### config.mk
export PLATFORM = sky130hd
export DESIGN_NAME = label_fusion_voter
export DESIGN_NICKNAME = d
export VERILOG_FILES = /design/src/rtl/label_fusion_voter.sv
export SDC_FILE = /design/constraint.sdc
export NUM_CORES = 1
export LEC_CHECK = 0
export CORE_MARGIN = 5
export CORE_UTILIZATION = 65
export CTS_BUF_LIST = sky130_fd_sc_hd__clkbuf_4
export DETAILED_ROUTE_END_ITERATION = 16
export DONT_BUFFER_PORTS = 1
export PLACE_DENSITY = 0.84
export SLEW_MARGIN = 25
export SYNTH_ARGS = -nofsm -noshare
export SYNTH_HDL_FRONTEND = slang
export SYNTH_SLANG_ARGS = --single-unit
### constraint.sdc
create_clock -name Clk_CI -period 10.7 [get_ports Clk_CI]
set_clock_uncertainty 0.2 [all_clocks]
set_input_delay 1.605 -clock Clk_CI [delete_from_list [all_inputs] [get_ports Clk_CI]]
set_output_delay 1.605 -clock Clk_CI [all_outputs]
set_load 0.005 [all_outputs]
### src/rtl/label_fusion_voter.sv
// Fuses audio/video classifier results by minimum Hamming distance, then smooths the fused
// label with a majority vote over a WINDOW-deep history. Optional macro: FUSION_CONFIDENCE_EN.
module label_fusion_voter #(
  parameter int CLASSES        = 5,
  parameter int LABEL_WIDTH    = 3,
  parameter int DISTANCE_WIDTH = 10,
  parameter int WINDOW         = 5
) (
  input  logic                      Clk_CI,
  input  logic                      Reset_RBI,
  input  logic                      ValidIn_SI,
  output logic                      ReadyOut_SO,
  input  logic [LABEL_WIDTH-1:0]    LabelIn_A_DI,
  input  logic [LABEL_WIDTH-1:0]    LabelIn_V_DI,
  input  logic [DISTANCE_WIDTH-1:0] DistanceIn_A_DI,
  input  logic [DISTANCE_WIDTH-1:0] DistanceIn_V_DI,
  input  logic                      Clear_SI,
  output logic                      ValidOut_SO,
  input  logic                      ReadyIn_SI,
  output logic [LABEL_WIDTH-1:0]    FusedLabel_DO,
  output logic [DISTANCE_WIDTH-1:0] FusedDistance_DO,
  output logic [LABEL_WIDTH-1:0]    VotedLabel_DO,
  output logic [3:0]                VoteCount_DO
`ifdef FUSION_CONFIDENCE_EN
  ,
  output logic [DISTANCE_WIDTH-1:0] ConfidenceOut_DO
`endif
);

  typedef enum logic [1:0] {
    IDLE   = 2'd0,
    FUSE   = 2'd1,
    VOTE   = 2'd2,
    OUTPUT = 2'd3
  } state_t;

  // History is sized to the full 4-bit pointer range so pointer indexing is width-exact.
  localparam int HIST_DEPTH = 16;
  localparam logic [LABEL_WIDTH-1:0] LAST_CLASS = LABEL_WIDTH'(CLASSES - 1);
  localparam logic [3:0] WINDOW_W = 4'(WINDOW);
  localparam logic [3:0] LAST_PTR = 4'(WINDOW - 1);

  state_t                    state_r;
  logic [LABEL_WIDTH-1:0]    aLabel_r, vLabel_r;
  logic [DISTANCE_WIDTH-1:0] aDist_r, vDist_r;
  logic [LABEL_WIDTH-1:0]    hist_r [HIST_DEPTH];
  logic [3:0]                wPtr_r, fill_r;
  logic [LABEL_WIDTH-1:0]    curLabel_r, bestLabel_r, classCnt_r;
  logic [DISTANCE_WIDTH-1:0] curDist_r;
  logic [3:0]                bestCount_r;
  logic [LABEL_WIDTH-1:0]    fusedLabel_r, votedLabel_r;
  logic [DISTANCE_WIDTH-1:0] fusedDist_r;
  logic [3:0]                voteCount_r;
  logic [DISTANCE_WIDTH-1:0] curConf_r, conf_r;

  logic [LABEL_WIDTH-1:0]    fuseLabel_s, finalLabel_s;
  logic [DISTANCE_WIDTH-1:0] fuseDist_s, fuseConf_s;
  logic [3:0]                fuseCount_s, classCount_s, finalCount_s;

  assign ReadyOut_SO      = (state_r == IDLE);
  assign ValidOut_SO      = (state_r == OUTPUT);
  assign FusedLabel_DO    = fusedLabel_r;
  assign FusedDistance_DO = fusedDist_r;
  assign VotedLabel_DO    = votedLabel_r;
  assign VoteCount_DO     = voteCount_r;
`ifdef FUSION_CONFIDENCE_EN
  assign ConfidenceOut_DO = conf_r;
`endif

  // Fusion decision: video wins only on a strictly smaller distance.
  always_comb begin
    fuseLabel_s = aLabel_r;
    fuseDist_s  = aDist_r;
    fuseConf_s  = {DISTANCE_WIDTH{1'b0}};
    if (vDist_r < aDist_r) begin
      fuseLabel_s = vLabel_r;
      fuseDist_s  = vDist_r;
      fuseConf_s  = aDist_r - vDist_r;
    end else begin
      fuseLabel_s = aLabel_r;
      fuseDist_s  = aDist_r;
      fuseConf_s  = vDist_r - aDist_r;
    end
  end

  // Occurrence counts: the fused label's count skips the slot it is about to overwrite.
  always_comb begin
    fuseCount_s  = 4'd1;
    classCount_s = 4'd0;
    for (int i = 0; i < WINDOW; i++) begin
      if ((4'(i) < fill_r) && (4'(i) != wPtr_r) && (hist_r[i] == fuseLabel_s)) begin
        fuseCount_s = fuseCount_s + 4'd1;
      end else begin
        fuseCount_s = fuseCount_s;
      end
      if ((4'(i) < fill_r) && (hist_r[i] == classCnt_r)) begin
        classCount_s = classCount_s + 4'd1;
      end else begin
        classCount_s = classCount_s;
      end
    end
  end

  // Strictly-greater replacement keeps ties on the fused label or the lowest class.
  always_comb begin
    finalLabel_s = bestLabel_r;
    finalCount_s = bestCount_r;
    if (classCount_s > bestCount_r) begin
      finalLabel_s = classCnt_r;
      finalCount_s = classCount_s;
    end else begin
      finalLabel_s = bestLabel_r;
      finalCount_s = bestCount_r;
    end
  end

  // Control FSM, history and output registers.
  always_ff @(posedge Clk_CI) begin
    if (!Reset_RBI) begin
      state_r      <= IDLE;
      aLabel_r     <= {LABEL_WIDTH{1'b0}};
      vLabel_r     <= {LABEL_WIDTH{1'b0}};
      aDist_r      <= {DISTANCE_WIDTH{1'b0}};
      vDist_r      <= {DISTANCE_WIDTH{1'b0}};
      for (int i = 0; i < HIST_DEPTH; i++) begin
        hist_r[i] <= {LABEL_WIDTH{1'b0}};
      end
      wPtr_r       <= 4'd0;
      fill_r       <= 4'd0;
      curLabel_r   <= {LABEL_WIDTH{1'b0}};
      curDist_r    <= {DISTANCE_WIDTH{1'b0}};
      curConf_r    <= {DISTANCE_WIDTH{1'b0}};
      bestLabel_r  <= {LABEL_WIDTH{1'b0}};
      bestCount_r  <= 4'd0;
      classCnt_r   <= {LABEL_WIDTH{1'b0}};
      fusedLabel_r <= {LABEL_WIDTH{1'b0}};
      fusedDist_r  <= {DISTANCE_WIDTH{1'b0}};
      votedLabel_r <= {LABEL_WIDTH{1'b0}};
      voteCount_r  <= 4'd0;
      conf_r       <= {DISTANCE_WIDTH{1'b0}};
    end else begin
      case (state_r)
        IDLE: begin
          if (ValidIn_SI) begin
            aLabel_r <= LabelIn_A_DI;
            vLabel_r <= LabelIn_V_DI;
            aDist_r  <= DistanceIn_A_DI;
            vDist_r  <= DistanceIn_V_DI;
            state_r  <= FUSE;
          end else if (Clear_SI) begin
            wPtr_r <= 4'd0;
            fill_r <= 4'd0;
          end
        end
        FUSE: begin
          hist_r[wPtr_r] <= fuseLabel_s;
          wPtr_r         <= (wPtr_r == LAST_PTR) ? 4'd0 : wPtr_r + 4'd1;
          if (fill_r != WINDOW_W) begin
            fill_r <= fill_r + 4'd1;
          end
          curLabel_r  <= fuseLabel_s;
          curDist_r   <= fuseDist_s;
          curConf_r   <= fuseConf_s;
          bestLabel_r <= fuseLabel_s;
          bestCount_r <= fuseCount_s;
          classCnt_r  <= {LABEL_WIDTH{1'b0}};
          state_r     <= VOTE;
        end
        VOTE: begin
          bestLabel_r <= finalLabel_s;
          bestCount_r <= finalCount_s;
          if (classCnt_r == LAST_CLASS) begin
            fusedLabel_r <= curLabel_r;
            fusedDist_r  <= curDist_r;
            votedLabel_r <= finalLabel_s;
            voteCount_r  <= finalCount_s;
            conf_r       <= curConf_r;
            state_r      <= OUTPUT;
          end else begin
            classCnt_r <= classCnt_r + {{(LABEL_WIDTH-1){1'b0}}, 1'b1};
          end
        end
        OUTPUT: begin
          if (ReadyIn_SI) begin
            state_r <= IDLE;
          end
        end
        default: begin
          state_r <= IDLE;
        end
      endcase
    end
  end

endmodule

==> flow_summary.json, run 1 <==
{
  "cts_max_path_buffers": 2,
  "setup_viol": 0,
  "grt_first_pass_wirelength_um": 19100,
  "detail_route.vias_per_cell": 5.92,
  "crit_arrival_ns": 5.38,
  "synth-seq-cells": 94,
  "relSlewSlack": 0.428,
  "timing.setup.tns_ns": 0,
  "period_share": 0.489,
  "n_antenna_cell": 0,
  "final_util": 0.693,
  "ys.warnings.count": 0,
  "finalMaxSlewViolations": 0,
  "power.total_mw": 1.13,
  "pre_cts_ws_ns": 5.55,
  "layout-drive-gt1-share": 0.0735,
  "critPathLaunchType": "register",
  "syn_inst": 628,
  "tightest_slew_ns": 0.858,
  "synth_edf_count": 15,
  "nNetsFinal": 674,
  "seq_area_um2": 2030,
  "clkTransAtPathRegs_ns": 0.16,
  "crit_path_cell_trace": "xor2_1, or4_1, inv_1, ha_1, xor2_2, ha_1, mux2_2, ha_1, mux2_4, ha_1, nor2b_1, o21ai_0, nand2b_1, a21oi_1, a41o_1, mux2i_1, nand3_1, o211ai_1, a21oi_1",
  "cts_tree": "yes",
  "max_freq_mhz": 191,
  "rows": 32,
  "die-width_um": 100,
  "grt_pass1_vias": 4139,
  "grt_setup_unrepaired": "no",
  "crit_slowest_cell": "dfxtp_1",
  "grt_max_degree": 75,
  "multi_input_area_um2": 2970,
  "synth-async-reset-ratio": 0,
  "core_um2": 7810,
  "seq_area_frac_synth": 0.385,
  "insertion_delay_ns": 0.45,
  "chipHeight_um": 100,
  "crit_fanout": 15,
  "synth_nets": 695,
  "wirelength_um": 11500,
  "period_needed_ns": 5.24,
  "final_cell_mix": "nand2_1 (111), dfxtp_1 (79), a21oi_1 (71)",
  "cts_setup_buffers": 0,
  "gp_congestion": 0.898,
  "cpPeakStageDelay_ns": 0.65,
  "drtPass1Iterations": 5,
  "grtUsageTotal": 0.234,
  "ys_types": 65,
  "status": "completed",
  "antenna_found_initial": 0,
  "drc": 0,
  "peakVddDrop_uv": 103,
  "ant_nets": 0,
  "crit_type": "reg -> reg",
  "fillers": 645,
  "min_path_type": "reg -> reg",
  "wl_per_cell_um": 16.1,
  "power.density_nw_per_um2": 209,
  "initial_core_util": 0.676,
  "port_buffers": 0,
  "finalWorstSetupSlack_ns": 5.46,
  "layout_commonest_cell": "nand2_1",
  "cts_sinks": 94,
  "crit_top_cell": "ha_1",
  "critPathTopFamily": "adder cells",
  "grt-ovfl-total": 0,
  "hold_viol": 0,
  "syn_area_um2": 5280,
  "static-leakage-power_nw": 2.00,
  "die-area_um2": 10000,
  "synth_area_leaders": "dfxtp_1 (30%), edfxtp_1 (8.5%), ha_1 (8.3%)",
  "area_growth_pct": 2.54,
  "numCtsBuffers": 9,
  "cts_htree_levels": 3,
  "pin_count": 53,
  "hold_buffers": 0,
  "vias": 4229,
  "syn-mean-instance-area_um2": 8.40,
  "post_cts_resize_count": 0,
  "dp_hpwl_um": 8410,
  "synth_top_area_share": 0.300,
  "required_ns": 10.84,
  "yosys.area.top_type": "dfxtp_1",
  "cts-root-buf": "clkbuf_4",
  "path_buf_inv": 1,
  "maxCapViolCount": 0,
  "yosys_most_used_dff": "dfxtp_1",
  "first_iter_violations": 243,
  "cp-end-kind": "register"
}
-- routing by layer --
layer	vias to the layer above	global-route usage	routed length (um)
li1	2083	-	-
met1	1993	0.308	4980
met2	137	0.385	5490
met3	16	0.0438	807
met4	0	0.0839	183
met5	-	0	0
-- synth_stat cells, types with 2 or more instances --
cell,n
mux2_2,5
a21oi_1,71
a2bb2oi_1,2
o22ai_1,4
nor3_1,9
nor2_1,68
nor2b_1,8
mux2i_4,2
o211ai_1,3
a211oi_1,17
o2111ai_1,2
nor4_4,2
nor4_1,2
a31oi_1,3
dfxtp_1,79
buf_1,3
a21o_1,2
or4_1,3
o21ai_0,15
o22a_1,2
ha_1,35
nand3_1,9
buf_2,2
nand2_1,111
edfxtp_1,15
and3_1,4
o21ai_1,2
mux2i_1,11
xnor2_1,23
a211oi_2,2
inv_1,35
a21boi_0,2
xor2_1,15
a41o_1,2
clkbuf_1,28
-- cell type report --
type | count | share of cell area
well taps | 102 | 0.0236
clock inverters | 7 | 0.0109
clock buffers | 9 | 0.0125
flip-flops and latches | 94 | 0.375
inverters | 36 | 0.0250
multi-input cells | 463 | 0.548
repair buffers | 3 | 0.00416
-- worst register-to-register path, cell delays in order, from the launching register on --
cell      delay (ns)
dfxtp_1         0.65
xor2_1          0.12
or4_1           0.51
inv_1           0.08
ha_1            0.28
xor2_2          0.21
ha_1            0.34
mux2_2          0.30
ha_1            0.29
mux2_4          0.29
ha_1            0.29
nor2b_1         0.14
o21ai_0         0.19
nand2b_1        0.08
a21oi_1         0.15
a41o_1          0.46
mux2i_1         0.30
nand3_1         0.10
o211ai_1        0.11
a21oi_1         0.06
-- per-stage QoR --
stage	area, um2	hold slack, ns	cells
final	5410	0.270	714
after CTS	5410	0.265	714
after floorplan	5280	0.232	628
after detailed placement	5290	0.244	698
after global routing	5410	0.276	714
after global placement	5280	0.244	698
-- registers in the layout, summed over array words and instances, names as in the netlist, 4 cells and up --
signal / flops
aDist_r: 10
fill_r: 4
FusedDistance_DO: 10
VoteCount_DO: 4
wPtr_r: 4
vDist_r: 10
bestCount_r: 4
curDist_r: 10
hist_r: 15
-- worst paths after layout --
| path | start | to | slack, ns | depth (start not counted) |
|---|---|---|---|---|
| worst max register to register | classCnt_r[0]$_SDFFE_PN0P_ | bestCount_r[2]$_SDFFE_PN0P_ | 5.46 | 19 |
| worst min register to register | curDist_r[5]$_SDFFE_PN0P_ | FusedDistance_DO[5]$_SDFFE_PN0P_ | 0.27 | 2 |
| worst min-delay path | curDist_r[5]$_SDFFE_PN0P_ | FusedDistance_DO[5]$_SDFFE_PN0P_ | 0.27 | 2 |
| worst max-delay path | classCnt_r[0]$_SDFFE_PN0P_ | bestCount_r[2]$_SDFFE_PN0P_ | 5.46 | 19 |
-- kinds of logic (layout without fill, tap and decap cells) --
kind of cell | count (synthesis) | count (layout) | synth area share
simple gates | 231 | 231 | 0.199
compound gates | 137 | 137 | 0.164
flops | 94 | 94 | 0.385
buf+inv | 71 | 55 | 0.0531
xor+xnor | 40 | 40 | 0.0692
fa+ha+maj | 36 | 36 | 0.0868
mux | 19 | 19 | 0.0429
-- power by group --
group	switching (mW)	total, mW	internal (mW)
registers	0.0487	0.463	0.415
logic	0.304	0.483	0.179
clock network	0.132	0.185	0.0525
total	0.485	1.13	0.646
(Power assumes the default switching activity.)
==> inputs of run 2 (changes only) <==
Clock period 10.7 ns to 5.1 ns, I/O delays scaled along.
==> run 2 against run 1 <==
  * Power up 110%
  * Design area is 1.0% higher
  * Register-to-register slack got worse by 5.2 ns
  * Sequential share of layout area shrank 0.38 points
  * Setup slack worse by 5.2 ns
  * Combinational power is 120% higher
  * Via count down 0.50%
  * Critical path depth is the same
==> flow_summary.json, run 2 (same netlist as run 1, synthesis figures left out) <==
{
  "peakVddDrop_uv": 275,
  "detail_route.vias_per_cell": 5.84,
  "rows": 32,
  "power.density_nw_per_um2": 438,
  "nNetsFinal": 680,
  "wirelength_um": 11600,
  "core_um2": 7810,
  "period_share": 0.958,
  "layout_commonest_cell": "nand2_1",
  "cp-end-kind": "register",
  "drc": 0,
  "crit_fanout": 14,
  "ant_nets": 0,
  "chipHeight_um": 100,
  "crit_arrival_ns": 5.04,
  "crit_type": "reg -> reg",
  "cts-root-buf": "clkbuf_4",
  "port_buffers": 0,
  "cts_max_path_buffers": 2,
  "setup_viol": 0,
  "grtUsageTotal": 0.236,
  "area_growth_pct": 3.58,
  "drtPass1Iterations": 4,
  "crit_top_cell": "ha_1",
  "grt_first_pass_wirelength_um": 19100,
  "n_antenna_cell": 0,
  "dp_hpwl_um": 8590,
  "die-area_um2": 10000,
  "layout-drive-gt1-share": 0.0858,
  "wl_per_cell_um": 16.1,
  "cts_tree": "yes",
  "tightest_slew_ns": 0.875,
  "grt_max_degree": 74,
  "hold_viol": 0,
  "initial_core_util": 0.676,
  "required_ns": 5.26,
  "hold_path_startpoint": "DistanceIn_A_DI[7]",
  "reg2reg_to": "bestCount_r[2]$_SDFFE_PN0P_",
  "regMostFlops": "hist_r",
  "grt_setup_unrepaired": "no",
  "power.total_mw": 2.39,
  "grt-ovfl-total": 0,
  "insertion_delay_ns": 0.46,
  "largest_register_ffs": 15,
  "cts_sinks": 94,
  "relSlewSlack": 0.416,
  "status": "completed",
  "min_path_cells": 2,
  "hold_path_end": "aDist_r[7]$_SDFFE_PN0P_",
  "max_freq_mhz": 205,
  "timing.setup.tns_ns": 0,
  "numCtsBuffers": 9,
  "period_needed_ns": 4.88,
  "maxCapViolCount": 0,
  "crit_slowest_cell": "or4_1",
  "reg2reg_slack_ns": 0.22,
  "grt_pass1_vias": 4014,
  "static-leakage-power_nw": 2.03,
  "critPathLaunchType": "register",
  "pin_count": 53,
  "die-width_um": 100,
  "final_cell_mix": "nand2_1 (111), dfxtp_1 (79), a21oi_1 (71)",
  "cpPeakStageDelay_ns": 0.56,
  "finalMaxSlewViolations": 0,
  "r2r_start": "fill_r[2]$_SDFFE_PN0P_",
  "cts_htree_levels": 3,
  "crit_path_cell_trace": "nor3_1, or4_1, inv_1, ha_1, xor2_2, ha_1, mux2_2, ha_1, mux2_4, ha_1, nor2b_1, o21ai_0, nand2b_1, a21oi_1, a41o_2, mux2i_1, nand3_1, o211ai_1, a21oi_1",
  "antenna_found_initial": 0,
  "clkTransAtPathRegs_ns": 0.16,
  "first_iter_violations": 235,
  "vias": 4208,
  "gp_congestion": 0.922,
  "reg2reg_depth": 19,
  "min_path_type": "in -> reg"
}
==> run 2: cell types whose count changed in the layout (fill, tap and decap cells not counted), sizes merged <==
cell	before	now
buf	3	9
==> run 2: critical path: cells and delay by family, from the launching register on <==
kind | cells | cell delay, ns
xor+xnor | 1 | 0.21
flops | 1 | 0.51
fa+ha+maj | 4 | 1.18
mux | 3 | 0.86
buf+inv | 1 | 0.08
simple gates | 5 | 0.98
compound gates | 5 | 0.76
==> run 2: per-layer routing <==
| metal | wire (um) | share of wire | track usage | up-vias |
|---|---|---|---|---|
| met1 | 5140 | 0.44 | 0.315 | 1975 |
| li1 | - | - | - | 2096 |
| met4 | 184 | 0.016 | 0.0777 | 0 |
| met5 | 0 | 0 | 0 | - |
| met3 | 877 | 0.076 | 0.0514 | 18 |
| met2 | 5380 | 0.46 | 0.383 | 119 |
==> run 2: cell type report <==
| cell class | count | area [um2] |
|---|---|---|
| flip-flops and latches | 94 | 2030 |
| inverters | 36 | 135 |
| fillers | 624 | 2340 |
| well taps | 102 | 128 |
| repair buffers | 9 | 67.6 |
| clock inverters | 7 | 61.3 |
| multi-input cells | 463 | 2980 |
| clock buffers | 9 | 67.6 |
==> run 2: how the worst max path moves through the flow <==
stage	from	slack, ns	cells past startpoint	end
after global placement	fill_r[3]$_SDFFE_PN0P_	0.33	19	bestCount_r[2]$_SDFFE_PN0P_
after CTS	fill_r[2]$_SDFFE_PN0P_	0.1	19	bestCount_r[2]$_SDFFE_PN0P_
after global routing	fill_r[3]$_SDFFE_PN0P_	0.03	19	bestCount_r[2]$_SDFFE_PN0P_
after detailed placement	fill_r[3]$_SDFFE_PN0P_	0.13	19	bestCount_r[2]$_SDFFE_PN0P_
final	fill_r[2]$_SDFFE_PN0P_	0.22	19	bestCount_r[2]$_SDFFE_PN0P_
after floorplan	classCnt_r[2]$_SDFFE_PN0P_	0.44	20	bestLabel_r[2]$_SDFFE_PN0P_
==> run 2: metrics by stage <==
stage	utilization	std cells	hold WS, ns	cell area [um2]	worst slack, ns
floorplan	-	628	0.232	5280	0.440
global route	0.700	720	0.194	5470	0.0283
CTS	0.699	720	0.192	5460	0.0983
global placement	0.682	704	0.243	5330	0.327
detailed placement	0.683	704	0.245	5330	0.134
finish	0.700	720	0.216	5470	0.215
==> run 2: what timing repair did <==
item | 4_1_cts | 5_1_grt
endpoints found under the setup margin | 0 | 14
hold buffers | 0 | 0
buffers inserted | 0 | 0
gates resized for setup | 0 | 2
==> run 2: power breakdown <==
part | internal (mW) | leakage, nW | switching (mW)
clock network | 0.112 | 0.0712 | 0.276
registers | 0.870 | 0.799 | 0.0937
logic | 0.393 | 1.16 | 0.650
